$ cat config.mk
export PLATFORM = sky130hd
export DESIGN_NAME = button_event_ctrl_flat
export DESIGN_NICKNAME = d
export VERILOG_FILES = /design/src/rtl/button_event_ctrl_if.sv /design/src/rtl/button_event_ctrl.sv /design/src/flat_wrapper.sv
export SDC_FILE = /design/constraint.sdc
export NUM_CORES = 1
export LEC_CHECK = 0
export BUFFER_PORTS_ARGS = -buffer_cell sky130_fd_sc_hd__clkbuf_2
export CORE_MARGIN = 2
export CORE_UTILIZATION = 40
export CTS_CLUSTER_SIZE = 40
export DETAILED_ROUTE_END_ITERATION = 6
export GPL_TIMING_DRIVEN = 0
export PLACE_DENSITY = 0.68
export SYNTH_ARGS = -nofsm -noshare
export SYNTH_HDL_FRONTEND = slang
export SYNTH_SLANG_ARGS = --single-unit
$ cat constraint.sdc
create_clock -name clk -period 5.75 [get_ports clk]
set_input_delay 0.2875 -clock clk [delete_from_list [all_inputs] [get_ports clk]]
set_output_delay 0.2875 -clock clk [all_outputs]
set_load 0.01 [all_outputs]
$ cat src/rtl/button_event_ctrl_if.sv
// Button-decoder levels in, qualified game events out.
// The master side is the decoder/game logic; the slave side is the event controller.
interface button_event_ctrl_if;
    logic btn_deal;
    logic btn_hit;
    logic btn_stand;
    logic btn_start;
    logic btn_player1;
    logic btn_player2;
    logic deal_evt;
    logic start_evt;
    logic p1_hit;
    logic p1_stand;
    logic p2_hit;
    logic p2_stand;
    logic mode_2p;
    logic active_player;
    logic busy;

    modport master (
        output btn_deal, btn_hit, btn_stand, btn_start, btn_player1, btn_player2,
        input  deal_evt, start_evt, p1_hit, p1_stand, p2_hit, p2_stand,
        input  mode_2p, active_player, busy
    );

    modport slave (
        input  btn_deal, btn_hit, btn_stand, btn_start, btn_player1, btn_player2,
        output deal_evt, start_evt, p1_hit, p1_stand, p2_hit, p2_stand,
        output mode_2p, active_player, busy
    );
endinterface

$ cat src/rtl/button_event_ctrl.sv
// Turns raw button levels into single debounced event pulses with a post-release lockout,
// and routes hit/stand to whichever player currently owns the turn.
module button_event_ctrl #(
    parameter int HOLD_CYCLES    = 4,
    parameter int LOCKOUT_CYCLES = 8
) (
    input logic               clk,
    input logic               rst,
    button_event_ctrl_if.slave bus
);
    localparam int MAX_CNT = (HOLD_CYCLES > LOCKOUT_CYCLES) ? HOLD_CYCLES : LOCKOUT_CYCLES;
    localparam int CW      = $clog2(MAX_CNT + 1);
    localparam logic [CW-1:0] HOLD_LAST = CW'(HOLD_CYCLES);
    localparam logic [CW-1:0] LOCK_LAST = CW'(LOCKOUT_CYCLES - 1);
    localparam logic [CW-1:0] CNT_MAX   = CW'(MAX_CNT);

    typedef enum logic [1:0] {IDLE, QUALIFY, WAIT_RELEASE, LOCKOUT} state_t;
    typedef enum logic [2:0] {
        CODE_NONE, CODE_DEAL, CODE_HIT, CODE_STAND, CODE_START, CODE_P1, CODE_P2
    } code_t;

    state_t        state_q, state_d;
    code_t         code_q, code_d;
    logic [CW-1:0] cnt_q, cnt_d;
    logic          deal_evt_q, deal_evt_d;
    logic          start_evt_q, start_evt_d;
    logic          p1_hit_q, p1_hit_d;
    logic          p1_stand_q, p1_stand_d;
    logic          p2_hit_q, p2_hit_d;
    logic          p2_stand_q, p2_stand_d;
    logic          mode_2p_q, mode_2p_d;
    logic          active_player_q, active_player_d;
    logic          busy_q, busy_d;

    code_t         sel;
    logic          any_high;
    logic          captured_high;
    logic          fire;
    logic [CW-1:0] cnt_inc;

    always_comb begin
        sel = CODE_NONE;
        if (bus.btn_deal)         sel = CODE_DEAL;
        else if (bus.btn_hit)     sel = CODE_HIT;
        else if (bus.btn_stand)   sel = CODE_STAND;
        else if (bus.btn_start)   sel = CODE_START;
        else if (bus.btn_player1) sel = CODE_P1;
        else if (bus.btn_player2) sel = CODE_P2;
    end

    assign any_high = bus.btn_deal | bus.btn_hit | bus.btn_stand |
                      bus.btn_start | bus.btn_player1 | bus.btn_player2;
    assign cnt_inc  = (cnt_q == CNT_MAX) ? cnt_q : cnt_q + 1'b1;

    always_comb begin
        captured_high = 1'b0;
        case (code_q)
            CODE_DEAL:  captured_high = bus.btn_deal;
            CODE_HIT:   captured_high = bus.btn_hit;
            CODE_STAND: captured_high = bus.btn_stand;
            CODE_START: captured_high = bus.btn_start;
            CODE_P1:    captured_high = bus.btn_player1;
            CODE_P2:    captured_high = bus.btn_player2;
            default:    captured_high = 1'b0;
        endcase
    end

    // While qualifying, the winner stays equal to the captured code only if nothing higher arrived.
    always_comb begin
        state_d = state_q;
        code_d  = code_q;
        cnt_d   = cnt_q;
        fire    = 1'b0;
        case (state_q)
            IDLE: begin
                if (any_high) begin
                    code_d = sel;
                    cnt_d  = CW'(1);
                    if (HOLD_CYCLES == 1) begin
                        fire    = 1'b1;
                        state_d = WAIT_RELEASE;
                    end else begin
                        state_d = QUALIFY;
                    end
                end
            end
            QUALIFY: begin
                if (!captured_high || sel != code_q) begin
                    state_d = IDLE;
                    cnt_d   = '0;
                end else begin
                    cnt_d = cnt_inc;
                    if (cnt_inc == HOLD_LAST) begin
                        fire    = 1'b1;
                        state_d = WAIT_RELEASE;
                    end
                end
            end
            WAIT_RELEASE: begin
                if (!any_high) begin
                    state_d = LOCKOUT;
                    cnt_d   = '0;
                end
            end
            LOCKOUT: begin
                if (cnt_q == LOCK_LAST) begin
                    state_d = any_high ? WAIT_RELEASE : IDLE;
                end else begin
                    cnt_d = cnt_inc;
                end
            end
            default: state_d = IDLE;
        endcase
    end

    // A qualified stand in two-player mode hands the turn from player 1 to player 2.
    always_comb begin
        deal_evt_d      = 1'b0;
        start_evt_d     = 1'b0;
        p1_hit_d        = 1'b0;
        p1_stand_d      = 1'b0;
        p2_hit_d        = 1'b0;
        p2_stand_d      = 1'b0;
        mode_2p_d       = mode_2p_q;
        active_player_d = active_player_q;
        busy_d          = (state_d != IDLE);
        if (fire) begin
            case (sel)
                CODE_DEAL: begin
                    deal_evt_d      = 1'b1;
                    active_player_d = 1'b0;
                end
                CODE_START: begin
                    start_evt_d     = 1'b1;
                    active_player_d = 1'b0;
                end
                CODE_P1: begin
                    mode_2p_d       = 1'b0;
                    active_player_d = 1'b0;
                end
                CODE_P2: begin
                    mode_2p_d       = 1'b1;
                    active_player_d = 1'b0;
                end
                CODE_HIT: begin
                    if (mode_2p_q && active_player_q) p2_hit_d = 1'b1;
                    else                              p1_hit_d = 1'b1;
                end
                CODE_STAND: begin
                    if (mode_2p_q && active_player_q) begin
                        p2_stand_d = 1'b1;
                    end else begin
                        p1_stand_d = 1'b1;
                        if (mode_2p_q) active_player_d = 1'b1;
                    end
                end
                default: ;
            endcase
        end
    end

    always_ff @(posedge clk) begin
        if (rst) begin
            state_q         <= IDLE;
            code_q          <= CODE_NONE;
            cnt_q           <= '0;
            deal_evt_q      <= 1'b0;
            start_evt_q     <= 1'b0;
            p1_hit_q        <= 1'b0;
            p1_stand_q      <= 1'b0;
            p2_hit_q        <= 1'b0;
            p2_stand_q      <= 1'b0;
            mode_2p_q       <= 1'b0;
            active_player_q <= 1'b0;
            busy_q          <= 1'b0;
        end else begin
            state_q         <= state_d;
            code_q          <= code_d;
            cnt_q           <= cnt_d;
            deal_evt_q      <= deal_evt_d;
            start_evt_q     <= start_evt_d;
            p1_hit_q        <= p1_hit_d;
            p1_stand_q      <= p1_stand_d;
            p2_hit_q        <= p2_hit_d;
            p2_stand_q      <= p2_stand_d;
            mode_2p_q       <= mode_2p_d;
            active_player_q <= active_player_d;
            busy_q          <= busy_d;
        end
    end

    assign bus.deal_evt      = deal_evt_q;
    assign bus.start_evt     = start_evt_q;
    assign bus.p1_hit        = p1_hit_q;
    assign bus.p1_stand      = p1_stand_q;
    assign bus.p2_hit        = p2_hit_q;
    assign bus.p2_stand      = p2_stand_q;
    assign bus.mode_2p       = mode_2p_q;
    assign bus.active_player = active_player_q;
    assign bus.busy          = busy_q;
endmodule
$ cat src/flat_wrapper.sv
// flat-port wrapper written by rule: the top's interface ports become plain ports
module button_event_ctrl_flat 
#(
    parameter int HOLD_CYCLES    = 4,
    parameter int LOCKOUT_CYCLES = 8
)
  (clk, rst, bus_btn_deal, bus_btn_hit, bus_btn_stand, bus_btn_start, bus_btn_player1, bus_btn_player2, bus_deal_evt, bus_start_evt, bus_p1_hit, bus_p1_stand, bus_p2_hit, bus_p2_stand, bus_mode_2p, bus_active_player, bus_busy);
  button_event_ctrl_if bus_i ();
  input logic clk;
  input logic rst;
  input wire logic [$bits(bus_i.btn_deal)-1:0] bus_btn_deal;
  input wire logic [$bits(bus_i.btn_hit)-1:0] bus_btn_hit;
  input wire logic [$bits(bus_i.btn_stand)-1:0] bus_btn_stand;
  input wire logic [$bits(bus_i.btn_start)-1:0] bus_btn_start;
  input wire logic [$bits(bus_i.btn_player1)-1:0] bus_btn_player1;
  input wire logic [$bits(bus_i.btn_player2)-1:0] bus_btn_player2;
  output wire logic [$bits(bus_i.deal_evt)-1:0] bus_deal_evt;
  output wire logic [$bits(bus_i.start_evt)-1:0] bus_start_evt;
  output wire logic [$bits(bus_i.p1_hit)-1:0] bus_p1_hit;
  output wire logic [$bits(bus_i.p1_stand)-1:0] bus_p1_stand;
  output wire logic [$bits(bus_i.p2_hit)-1:0] bus_p2_hit;
  output wire logic [$bits(bus_i.p2_stand)-1:0] bus_p2_stand;
  output wire logic [$bits(bus_i.mode_2p)-1:0] bus_mode_2p;
  output wire logic [$bits(bus_i.active_player)-1:0] bus_active_player;
  output wire logic [$bits(bus_i.busy)-1:0] bus_busy;
  assign bus_i.btn_deal = bus_btn_deal;
  assign bus_i.btn_hit = bus_btn_hit;
  assign bus_i.btn_stand = bus_btn_stand;
  assign bus_i.btn_start = bus_btn_start;
  assign bus_i.btn_player1 = bus_btn_player1;
  assign bus_i.btn_player2 = bus_btn_player2;
  assign bus_deal_evt = bus_i.deal_evt;
  assign bus_start_evt = bus_i.start_evt;
  assign bus_p1_hit = bus_i.p1_hit;
  assign bus_p1_stand = bus_i.p1_stand;
  assign bus_p2_hit = bus_i.p2_hit;
  assign bus_p2_stand = bus_i.p2_stand;
  assign bus_mode_2p = bus_i.mode_2p;
  assign bus_active_player = bus_i.active_player;
  assign bus_busy = bus_i.busy;
  button_event_ctrl #(.HOLD_CYCLES(HOLD_CYCLES), .LOCKOUT_CYCLES(LOCKOUT_CYCLES)) u_core (.clk(clk), .rst(rst), .bus(bus_i));
endmodule
## Word level (Yosys, flattened, before mapping)

Cells that the tools add are included.

| storage, ports and cells | value |
|---|---|
| output and inout bits | 9 |
| word-level logic and storage cells | 91 |
| flip-flop bits (word level) | 18 |

| cells by class | value |
|---|---|
| equal/unequal tests | 24 |
| add/subtract/negate cells | 1 |
| mux-type cells | 31 |
| bitwise logic cells | 8 |
| reductions and logical operators | 15 |

Operators by type and width:

| operator | number |
|---|---|
| 2-to-1 mux 4 bit | 5 |
| == test 3 bit (second input constant) | 6 |
| 2-to-1 mux 3 bit | 6 |
| one-hot mux 4 bit (4 select lines) | 1 |
| == test 3 x 2 -> 1 bit (second input constant) | 4 |
| 2-to-1 mux 2 bit | 6 |
| 2-to-1 mux 1 bit | 9 |
| == test 4 x 3 -> 1 bit (second input constant) | 2 |
| one-hot mux 2 bit (4 select lines) | 1 |
| == test 3 x 1 -> 1 bit (second input constant) | 2 |
| != test 2 bit (second input constant) | 3 |
| one-hot mux 1 bit (6 select lines) | 1 |
| nonzero test 2 bit | 3 |
| OR reduction 3 bit | 2 |
| bitwise OR 1 bit | 5 |
| adder 4 x 1 -> 4 bit (second input constant) | 1 |
| == test 2 bit (second input constant) | 2 |
| == test 4 bit (second input constant) | 1 |
| != test 2 x 1 -> 1 bit (second input constant) | 2 |
| one-hot mux 1 bit (2 select lines) | 2 |
| AND reduction 2 bit | 2 |
| AND reduction 4 bit | 1 |
| OR reduction 4 bit | 1 |
| != test 3 bit | 1 |
| 8 further kinds | 10 |

## Longest topological paths before layout

| depth | value |
|---|---|
| word-level depth | 12 |
| depth in mapped cells | 8 |

## Worst setup path after synthesis

OpenSTA, ideal clock, no wires.

| path | value |
|---|---|
| path type | input-to-reg |
| from | input bus_btn_player1 |
| to | register u_core.active_player_q, in the netlist u_core.bus.active_player |
| arrival time | 1,920 ps |
| path buffers | 0 |
| path slack | 3,760 ps |
| stages | 6 |
| cell sequence | or3b_2 a21oi_1 xnor2_1 nand4_2 or4_1 a21oi_1 |

| between the ends | value |
|---|---|
| cells in the longest elaborated chain, start to end | 10 |
| elaborated cells between the ends (all ways) | 22 |
| classes of those cells | eq/ne: 8; mux: 9; reduce/logical: 5 |

Ends and longest elaborated chain:

| what | RTL line | RTL |
|---|---|---|
| start, declared | flat_wrapper.sv:15 | `input wire logic [$bits(bus_i.btn_player1)-1:0] bus_btn_player1;` |
| 2-to-1 mux 3 bit | button_event_ctrl.sv:47 | `else if (bus.btn_player1) sel = CODE_P1;` |
| 2-to-1 mux 3 bit | button_event_ctrl.sv:46 | `else if (bus.btn_start) sel = CODE_START;` |
| 2-to-1 mux 3 bit | button_event_ctrl.sv:45 | `else if (bus.btn_stand) sel = CODE_STAND;` |
| 2-to-1 mux 3 bit | button_event_ctrl.sv:44 | `else if (bus.btn_hit) sel = CODE_HIT;` |
| 2-to-1 mux 3 bit | button_event_ctrl.sv:43 | `if (bus.btn_deal) sel = CODE_DEAL;` |
| != test 3 bit | button_event_ctrl.sv:88 | `if (!captured_high \|\| sel != code_q) begin` |
| logical OR 1 bit | button_event_ctrl.sv:88 |  |
| 2-to-1 mux 1 bit | button_event_ctrl.sv:88 |  |
| 2-to-1 mux 1 bit | button_event_ctrl.sv:74 | `case (state_q)` |
| AND reduction 4 bit (no source line) | -- |  |
| end signal, assigned | button_event_ctrl.sv:187 | `active_player_q <= active_player_d;` |
| end, declared | button_event_ctrl.sv:32 | `logic active_player_q, active_player_d;` |

Several ways; a longest one is shown, not always the timed one.
A chain may end at the register's enable or synchronous reset.

## Worst setup path after layout

| path | value |
|---|---|
| from | register u_core.cnt_q[1] |
| to | register u_core.active_player_q, in the netlist u_core.bus.active_player |

| between the ends | value |
|---|---|
| cells in the longest elaborated chain, start to end | 7 |
| elaborated cells between the ends (all ways) | 8 |
| classes of those cells | add/sub: 1; eq/ne: 2; mux: 4; reduce/logical: 1 |

Ends and longest elaborated chain:

| what | RTL line | RTL |
|---|---|---|
| start, declared | button_event_ctrl.sv:24 | `logic [CW-1:0] cnt_q, cnt_d;` |
| start signal, assigned | button_event_ctrl.sv:179 | `cnt_q <= cnt_d;` |
| adder 4 x 1 -> 4 bit or == test 4 bit (tied branches) | button_event_ctrl.sv:53 | `assign cnt_inc = (cnt_q == CNT_MAX) ? cnt_q : cnt_q + 1'b1;` |
| 2-to-1 mux 4 bit * | button_event_ctrl.sv:53 |  |
| == test 4 x 3 -> 1 bit * | button_event_ctrl.sv:93 | `if (cnt_inc == HOLD_LAST) begin` |
| 2-to-1 mux 1 bit * | button_event_ctrl.sv:93 |  |
| 2-to-1 mux 1 bit * | button_event_ctrl.sv:88 |  |
| 2-to-1 mux 1 bit * | button_event_ctrl.sv:74 |  |
| AND reduction 4 bit (no source line) * | -- |  |

Every way passes the cells marked *; elsewhere a longest branch is shown, timed or not.

==> metrics.txt <==
FP Rows=18; Hold WC Path Type=in -> reg; largest area contributor in the netlist=dfxtp_1; CP peak stage delay=0.54 ns; met2 usage=33.73%; Resized cells post-CTS=0; wirelength, routed=2210 microns; Root Buffer=clkbuf_4; gr busiest metal=met2; routability congestion estimate=0.8092; count leader, synth=dfxtp_1; I/O pins=17; status=finished clean; Worst-path clk slew=0.11 ns; first-pass GRT wire length=3870 microns; Placement Cell Area=1120 sq um; clock sink total=18; Worst Hold Depth=3; CP top delay family=simple AND/OR/NAND/NOR gates; crit path kind=reg -> reg; final number of hold-violating endpoints=0; post-route ant nets=0; Leakage=0.4596 nW; relative slew slack=69.44%; Total Negative Setup Slacks=0 ns; leading post-synthesis cells by cell area=dfxtp_1 (36%), nand2_1 (4.5%), a21oi_1 (4.0%), nor2_1 (3.7%), mux2i_1 (3.0%); clock buffer count from CTS=3; # hold bufs at CTS=0; r2r worst-path depth=7; final cycle utilization of the critical path=37.86%; share of the synthesized area in the top cell type=35.78%; Post-synth EDFFs=0; vias in the first global route=907; hold-critical path endpoint=u_core.bus.start_evt; max-slew violations=0; htree depth=1; critical path fanouts, max=6; Reg-to-Reg End=u_core.bus.active_player; DIE HEIGHT=54.18 microns; largest net degree at the start of global routing=11; met3 GRT Util=3.333%; Yosys reg bits=18; cell area after layout=1156 sq um; Post-Syn Instances=119; antenna violations before repair=0; Final min period=2.177 ns; Synth Flop Type=dfxtp_1; min-delay src=bus_btn_start; Worst Tran Pin Value=0.4584 ns; CTS tree=done; share of cells above drive strength 1=22.46%; post-synthesis sequential area ratio=35.78%; Worst setup SP type=register; hpwl dp=1685 microns; Yosys Warn Count=0; clk_skew=0.004127 ns; Initial Utilization=41.41%; Port Buffers=15; flop-to-flop setup slack=3.57 ns; VDD IR-drop max=0.0001104 V; number of distinct library cells after synthesis=45; Die Wd=54.18 microns; Detailed Routing Iterations Pass 1=4; f_max=459.3 MHz; Post-synth ARST share=0%; diode count=0; Critical-path top delay cell=or4_1; RSZ-0062 raised after global routing=false; max_cap viols=0; CP Cell Sequence=ha_1 -> and2b_1 -> a22oi_1 -> nor4b_2 -> nand4_2 -> or4_1 -> a21oi_1; total gr overflow=0; Mean Syn Cell Area=8.464 sq um; vias per cell=5.565; Post-CTS Setup Inserts=0; hold_ws=0.2762 ns; Power Density=216.2 nW/um^2; vias=935; Mapped Area=1007 sq um; endpoint type of the worst setup path=register; Clk Latency, worst-skew pair=0.30 ns; initial DRC count=27; met1 global-route usage=20.00%; Worst Path Buf+Inv=0; Nets=149; critical register-to-register path startpoint=u_core.cnt_q[1]; core area=2432 sq um; DRC=0; final setup vio count=0; syn_nets=129; Max clock buf depth=2; Wirelength per Cell=13.15 microns; Worst Path Arrival=2.42 ns; Die Footprint=2935 sq um; Worst EP required=5.99 ns; Area Growth Syn to Fin=14.78%; Commonest cells post-synth=dfxtp_1 (18), nand2_1 (12), nor2_1 (10); GRT Total Usage=17.86%
-- cells in the final DEF, fill, tap and decap left out, drive strengths merged, types with 2 or more instances in the layout --
cell,n
a21oi,8
ha,2
nand3,4
nor4b,3
a22o,2
inv,7
nor3,6
nor2b,4
dfxtp,18
mux2i,3
clkbuf,20
nand3b,2
nor2,10
buf,3
nand2,12
nor4,2
a211oi,2
or4,2
xnor2,3
o21ai,4
-- worst reg2reg max path: cells and delay by family, from the launching register on --
kind,cells,cell delay (ns)
fa+ha+maj,1,0.25
compound gates,2,0.25
flops,1,0.38
simple gates,4,1.23
-- power breakdown --
part	switching, mW	internal [mW]	total (mW)
logic	0.0202	0.0154	0.0355
clock network	0.0432	0.0387	0.0819
registers	0.00412	0.128	0.132
-- sequential cells by signal (all words and copies together), names as in the netlist --
register,flops
u_core.cnt_q,4
u_core.code_q,3
u_core.state_q,2
u_core.bus.active_player,1
u_core.bus.busy,1
u_core.bus.deal_evt,1
u_core.bus.mode_2p,1
u_core.bus.p1_hit,1
u_core.bus.p1_stand,1
u_core.bus.p2_hit,1
u_core.bus.p2_stand,1
u_core.bus.start_evt,1
-- worst max-delay path by stage --
stage                     from                  endpoint  slack, ns  cells past startpoint
6_report       u_core.cnt_q[1]  u_core.bus.active_player       3.57                      7
5_1_grt        u_core.cnt_q[1]       u_core.bus.p1_stand       3.40                      8
4_1_cts        u_core.cnt_q[1]         u_core.bus.p1_hit       3.59                      8
3_5_place_dp   bus_btn_player1         u_core.bus.p1_hit       3.47                      8
3_3_place_gp   bus_btn_player1  u_core.bus.active_player       3.49                      7
2_1_floorplan  bus_btn_player1  u_core.bus.active_player       3.76                      6
-- logic make-up after synthesis --
kind of cell	Yosys count	share of synthesized area, %
flip-flops	18	35.78
multiplexers	4	4.099
AO/OA/AOI/OAI	26	18.01
adder cells (fa/ha/maj)	2	2.484
AND/OR/NAND/NOR	54	30.68
buffers and inverters	11	4.721
XOR/XNOR	4	4.225
-- area by class of cell --
type / instances / area, sq um
plain buffers: 4 / 21.27
clock buffers: 4 / 36.28
fillers: 228 / 1276
inverters: 7 / 26.28
multi-input cells: 90 / 599.3
flip-flops and latches: 18 / 360.3
well taps: 30 / 37.54
repair buffers: 15 / 75.07
-- layer usage --
| layer | vias up | part of all wire, % |
|---|---|---|
| li1 | 464 | - |
| met1 | 444 | 44 |
| met2 | 22 | 51 |
| met3 | 5 | 4.3 |
| met4 | 0 | 0.95 |
| met5 | - | 0 |
-- per-stage QoR --
| stage | power, mW | std cells | setup slack, ns | utilization (%) |
|---|---|---|---|---|
| after CTS | 0.2498 | 168 | 3.585 | 47.53 |
| final | 0.2499 | 168 | 3.573 | 47.53 |
| after detailed placement | 0.1705 | 164 | 3.473 | 46.04 |
| after global placement | 0.1693 | 164 | 3.494 | 46.04 |
| after global routing | 0.2586 | 168 | 3.401 | 47.53 |
| after floorplan | 0.1601 | 119 | 3.760 | - |
No activity file was read; power rests on OpenSTA's default activity.
